[src/rtl/mem_port_arbiter.sv]
// Single-port memory arbiter between instruction fetch and data access.
// One transaction is in flight at a time. The grant is combinational in the request cycle.
module mem_port_arbiter #(
   parameter int unsigned MEM_LAT    = 2,
   parameter int unsigned STARVE_MAX = 4
) (
   input  logic        clk,
   input  logic        rst,
   input  logic        if_req,
   input  logic [31:0] if_addr,
   input  logic        if_kill,
   output logic        if_valid,
   output logic [31:0] if_rdata,
   input  logic        d_req,
   input  logic        d_we,
   input  logic [2:0]  d_funct3,
   input  logic [31:0] d_addr,
   input  logic [31:0] d_wdata,
   output logic        d_valid,
   output logic [31:0] d_rdata,
   output logic        mem_en,
   output logic        mem_we,
   output logic [2:0]  mem_funct3,
   output logic [31:0] mem_addr,
   output logic [31:0] mem_wdata,
   input  logic [31:0] mem_rdata,
   output logic        stall_if,
   output logic        stall_mem
);

   localparam logic [2:0] LAT  = 3'(MEM_LAT);
   localparam logic [2:0] SMAX = 3'(STARVE_MAX);

   typedef enum logic [1:0] {IDLE, BUSY_IF, BUSY_D} state_t;

   state_t     state_reg, state_next;
   logic [2:0] count_reg, count_next;
   logic [2:0] streak_reg, streak_next;
   logic       drop_reg, drop_next;

   logic       fetch_ok;
   logic       grant_d;
   logic       grant_if;
   logic       done;
   logic       if_done;
   logic       d_done;

   // Data normally wins; a fetch that has waited STARVE_MAX data grants gets the next turn.
   always_comb begin
      fetch_ok = if_req & ~if_kill;
      grant_d  = (state_reg == IDLE) & d_req & ~(fetch_ok & (streak_reg == SMAX));
      grant_if = (state_reg == IDLE) & fetch_ok & ~grant_d;
      done     = (state_reg != IDLE) & (count_reg == LAT);
      if_done  = done & (state_reg == BUSY_IF) & ~drop_reg & ~if_kill;
      d_done   = done & (state_reg == BUSY_D);
   end

   always_ff @(posedge clk or negedge rst) begin
      if (!rst) begin
         state_reg  <= IDLE;
         count_reg  <= 3'd0;
         streak_reg <= 3'd0;
         drop_reg   <= 1'b0;
      end else begin
         state_reg  <= state_next;
         count_reg  <= count_next;
         streak_reg <= streak_next;
         drop_reg   <= drop_next;
      end
   end

   always_comb begin
      state_next  = state_reg;
      count_next  = count_reg;
      streak_next = streak_reg;
      drop_next   = 1'b0;
      case (state_reg)
         IDLE: begin
            count_next = 3'd0;
            if (grant_d) begin
               state_next = BUSY_D;
               count_next = 3'd1;
            end else if (grant_if) begin
               state_next = BUSY_IF;
               count_next = 3'd1;
            end
         end
         BUSY_IF, BUSY_D: begin
            if (done) begin
               state_next = IDLE;
               count_next = 3'd0;
            end else begin
               count_next = count_reg + 3'd1;
            end
            // A kill during a fetch lets the memory finish but hides the result.
            drop_next = (state_reg == BUSY_IF) & ~done & (drop_reg | if_kill);
         end
         default: begin
            state_next = IDLE;
            count_next = 3'd0;
         end
      endcase

      if (grant_if || !if_req) begin
         streak_next = 3'd0;
      end else if (grant_d && (streak_reg != SMAX)) begin
         streak_next = streak_reg + 3'd1;
      end
   end

   always_comb begin
      mem_en     = 1'b0;
      mem_we     = 1'b0;
      mem_funct3 = 3'b000;
      mem_addr   = 32'h0;
      mem_wdata  = 32'h0;
      if_valid   = 1'b0;
      if_rdata   = 32'h0;
      d_valid    = 1'b0;
      d_rdata    = 32'h0;
      stall_if   = 1'b0;
      stall_mem  = 1'b0;
      if (rst) begin
         if (grant_d) begin
            mem_en     = 1'b1;
            mem_we     = d_we;
            mem_funct3 = d_funct3;
            mem_addr   = d_addr;
            mem_wdata  = d_wdata;
         end else if (grant_if) begin
            mem_en     = 1'b1;
            mem_funct3 = 3'b010;
            mem_addr   = if_addr;
         end
         if_valid  = if_done;
         if_rdata  = if_done ? mem_rdata : 32'h0;
         d_valid   = d_done;
         d_rdata   = d_done ? mem_rdata : 32'h0;
         stall_if  = if_req & ~if_done;
         stall_mem = d_req & ~d_done;
      end
   end

endmodule

[config.mk]
export PLATFORM = sky130hd
export DESIGN_NAME = mem_port_arbiter
export DESIGN_NICKNAME = d
export VERILOG_FILES = /design/src/rtl/mem_port_arbiter.sv
export SDC_FILE = /design/constraint.sdc
export NUM_CORES = 1
export LEC_CHECK = 0
export CAP_MARGIN = 20
export CORE_AREA = 2 2 105 107
export DETAILED_ROUTE_END_ITERATION = 8
export DIE_AREA = 0 0 107 109
export GPL_TIMING_DRIVEN = 0
export PLACE_DENSITY = 0.72
export SLEW_MARGIN = 25
export SYNTH_ARGS = -nofsm -noshare
export SYNTH_HDL_FRONTEND = slang
export SYNTH_SLANG_ARGS = --single-unit
[constraint.sdc]
create_clock -name clk -period 3 [get_ports clk]
set_input_delay 0.9 -clock clk [delete_from_list [all_inputs] [get_ports clk]]
set_output_delay 0.9 -clock clk [all_outputs]
set_load 0.005 [all_outputs]
After elaboration in Yosys (flattened, before gate mapping)
Cells that the tools add are included.
Word-level totals
  word-level logic and storage cells: 76
  register bits after elaboration: 9
  input port bits: 137
Cells by class
  reduce and logical (&&, ||, !) cells: 8
  equality and inequality tests: 7
  bitwise logic cells: 23
  $add $sub $neg: 2
  mux-type cells: 32
Operator list (number)
  32-bit 2-to-1 mux: 9
  1-bit AND: 15
  3-bit 2-to-1 mux: 5
  1-bit 2-to-1 mux: 12
  2-bit 2-to-1 mux: 4
  1-bit inverter: 7
  3-bit by 1-bit adder with 3-bit output, second input constant: 2
  3-bit inequality test, second input constant: 2
  3-bit one-hot mux with 2 select lines: 1
  2-bit one-hot mux with 2 select lines: 1
  2-bit nonzero test: 2
  3-bit by 2-bit == test with 1-bit output, second input constant: 1
  3-bit == test, second input constant: 1
  2-bit by 1-bit == test with 1-bit output, second input constant: 1
  2-bit == test, second input constant: 1
  2-bit zero test: 1
  2-bit inequality test, second input constant: 1
  2-bit AND reduction: 1
  2-bit OR reduction: 1
  1-bit logical AND: 1
  1-bit zero test: 1
  1-bit logical OR: 1
  1-bit OR: 1

Longest topological paths before layout
  depth in word-level cells: 10
  gate-level depth with buffers: 7
  depth with buffers taken out: 6

Least setup slack after synthesis
No wires, ideal clock.
  kind: in2out
  start point: input port rst
  end point: output port mem_funct3[1]
  data required time: 2100 ps
  buffers on the path: 2
  path slack: 398 ps
  data arrival time: 1702 ps
  stages on the path: 4
  cells stage by stage: clkbuf_1 -> clkbuf_1 -> and2_1 -> a21boi_0
On the way
  word-level cells in the longest chain between the ends: 1
Ends and longest elaborated chain
  from (decl): line 8  | input logic rst,
  3-bit 2-to-1 mux: line 123  | if (rst) begin
  to (decl): line 23  | output logic [2:0] mem_funct3,
Every way passes these cells.

Final worst setup path
  start point: input port if_req
  end point: output port mem_addr[19]
On the way
  word-level cells in the longest chain between the ends: 9
  elaborated cells between the ends (all ways): 10
  classes of those cells: 3 x mux; 7 x bitwise
Ends and longest elaborated chain
  from (decl): line 9  | input logic if_req,
  1-bit AND (*): line 50  | fetch_ok = if_req & ~if_kill;
  1-bit AND: line 51  | grant_d = (state_reg == IDLE) & d_req & ~(fetch_ok & (streak_reg == SMAX));
  1-bit inverter: line 51
  1-bit AND: line 51
  1-bit inverter: line 52  | grant_if = (state_reg == IDLE) & fetch_ok & ~grant_d;
  1-bit AND: line 52
  32-bit 2-to-1 mux: line 130  | end else if (grant_if) begin
  32-bit 2-to-1 mux (*): line 124  | if (grant_d) begin
  32-bit 2-to-1 mux (*): line 123
  to (decl): line 24  | output logic [31:0] mem_addr,
Mark *: on every way between the ends. The rest lies on a longest branch, timed or not.

==> reports/metrics.csv <==
metric,value,unit
critPathRequiredTime,2.10,ns
r2r_end,state_reg[1],
htree_levels,1,
crit_slowest_cell,nor2b_1,
final_area,5190,µm²
rr_startpoint,state_reg[1],
fin_util,0.490,
io_buffer_count,273,
dp_cells,665,
hpwl,8970,µm
clock.fmax,332,MHz
ys_ff_latch,9,
r2r_cells,9,
cts_tree,done,
worst_ir_drop_vdd,0.000215,V
clock_latency,0.24,ns
yosysWarningCount,0,
core,10600,µm²
violations,setup timing,
slowest_delay,0.20,ns
status,"complete, but fails checks",
clock-sinks,9,
slew_violations,0,
criticalPathCategory,in -> out,
num_rows,38,
setup_violations,1,
routed_via_density,4.30,
maxSlewHeadroom,0.778,
area_delta_synth_final,181,%
drt_pass1_iterations,4,
place_ws,-1.43,ns
design_power_total,1.62,mW
ys_seq_area_frac,0.122,
rsz0062_at_grt,yes,
grt_max_degree,11,
worst_pin_slew,0.333,ns
hold_viol_final,0,
clockBufferDepth,2,
cts_hold_buffers,0,
synth.cell_area,1850,µm²
layout-drive-gt1-share,0.326,
cp.arrival,2.11,ns
crit_path_start_kind,primary input,
finalWirelength,11800,µm
powerDensity,312,nW/µm²
drv_cap,0,
crit_chain,buf_8 -> nor2b_4 -> a31oi_4 -> buf_6 -> buf_6 -> buf_6 -> a22oi_2 -> nor2b_1 -> buf_2,
worst_clock_skew,0.00818,ns
dr.first_iter.drc_count,186,
numCtsBuffers,3,
gr-usage-all-layers,0.181,
nNetsFinal,729,
dpl_cell_area,4760,µm²
end_kind,output pin,
num_io_pins,274,
cp_top_family,buffers and inverters,
crit_top_cell,buf_6,
p_leak,2.63,nW
cts_root_buf,clkbuf_8,
finalCritPeriodShare,1.00,
dieArea,11700,µm²
timing.hold.ws,0.440,ns
overflow,0,
place.gp.congestion,0.815,
antenna_found_initial,0,
route.vias.total,3101,
die_h,109,µm
netlist_instances,252,
grt_pass1_wl,16700,µm
period_needed,3.01,ns
post-route-drc-count,0,
ant_nets,0,
start_util,0.174,
path_buf_inv,5,
syn_nets,398,
worst-path-max-fanout,4,
hp-class,in -> async,
setup_ws,-0.0108,ns
syn_area_per_cell,7.33,µm²
regToRegSetupSlack,1.33,ns
synth.distinct_cells,37,
clk_pin_slew,0.05,ns
wl_per_cell,16.3,µm
grt_pass1_vias,3017,
fin_tns_setup,-0.0108,ns
antenna_cells,0,
fp.dieW,107,µm
instances_no_fill,722,
-- how the worst max path moves through the flow --
stage | from | slack (ns) | end | depth (start not counted)
2_1_floorplan | rst | 0.40 | mem_funct3[1] | 4
5_1_grt | state_reg[1] | -0.09 | if_rdata[21] | 9
4_1_cts | rst | -0.06 | if_rdata[0] | 8
3_3_place_gp | rst | -1.40 | if_rdata[0] | 6
6_report | if_req | -0.01 | mem_addr[19] | 9
3_5_place_dp | rst | -1.43 | if_rdata[0] | 6
-- power breakdown --
group | switching [mW] | internal, mW | total (mW)
Sequential | 0.0297 | 0.160 | 0.189
Clock | 0.0548 | 0.0911 | 0.146
Combinational | 0.536 | 0.751 | 1.29
-- cells in the mapped netlist, drive strengths merged --
library cell,instances,share of area
ha,9,0.061
dfrtp,9,0.12
inv,7,0.014
a21oi,5,0.016
and3,36,0.12
a31oi,2,0.015
o22ai,1,0.0034
nor2b,34,0.12
nand2,4,0.0095
nand3b,1,0.0041
nor3b,2,0.014
xnor2,2,0.0095
xor2,1,0.0047
nor3,2,0.0054
buf,9,0.039
clkbuf,15,0.035
and2,65,0.22
o21ai,1,0.0027
a22oi,33,0.13
o31ai,1,0.0041
and4,1,0.0047
a21boi,1,0.0041
nor2,5,0.010
nand2b,2,0.0068
o32ai,1,0.0047
nand4,1,0.0034
mux2i,1,0.0054
o21a,1,0.0041
-- area by class of cell --
| cell class | count | area, µm² |
|---|---|---|
| sequential | 9 | 225 |
| tap | 140 | 175 |
| fill | 1044 | 5410 |
| buffer | 23 | 265 |
| timing repair buffer | 326 | 2830 |
| multi-input combinational | 213 | 1620 |
| clock buffer | 3 | 41.3 |
| clock inverter | 1 | 5.00 |
| inverter | 7 | 26.3 |
-- worst reg2reg max path: cells and delay by family (launching register included) --
family	cells	cell delay [ns]
AOI/OAI and AO/OA	3	0.36
adders and majority gates	1	0.24
buffers and inverters	4	0.50
DFF	1	0.39
and+or+nand+nor	1	0.09
-- metal layers --
layer / vias up / global-route usage / routed length (µm)
li1: 1531 / - / -
met1: 1448 / 0.220 / 4550
met2: 113 / 0.342 / 6390
met3: 9 / 0.0299 / 752
met4: 0 / 0.0223 / 85
met5: - / 0 / 0
-- cells in the final DEF, fill, tap and decap left out, types with 4 or more instances in the layout --
master	instances
clkdlybuf4s50_1	133
and2_1	64
dlygate4sd2_1	48
clkbuf_2	39
buf_4	35
buf_2	34
nor2b_1	33
and3_1	32
buf_6	19
a22oi_2	19
clkdlybuf4s15_1	16
a22oi_1	14
clkbuf_8	12
dfrtp_1	9
buf_8	6
ha_1	6
clkbuf_1	5
inv_1	4
a21oi_1	4
nor2_1	4
-- repair_timing --
action	in CTS	in global routing
gates resized for setup	368	86
setup endpoints to repair	137	100
setup buffers	40	5
pin swaps	7	8
cloned	9	0
-- kinds of logic (layout without fill, tap and decap cells) --
kind of cell    Yosys count  in the layout  share of synthesized area
compound gates           46             46                      0.188
flops                     9              9                      0.122
buf+inv                  31            360                     0.0887
xor+xnor                  3              3                     0.0142
mux                       1              1                    0.00542
fa+ha+maj                 9              9                     0.0609
simple gates            153            154                      0.521
Note: power is estimated with default switching activity, not from simulation.
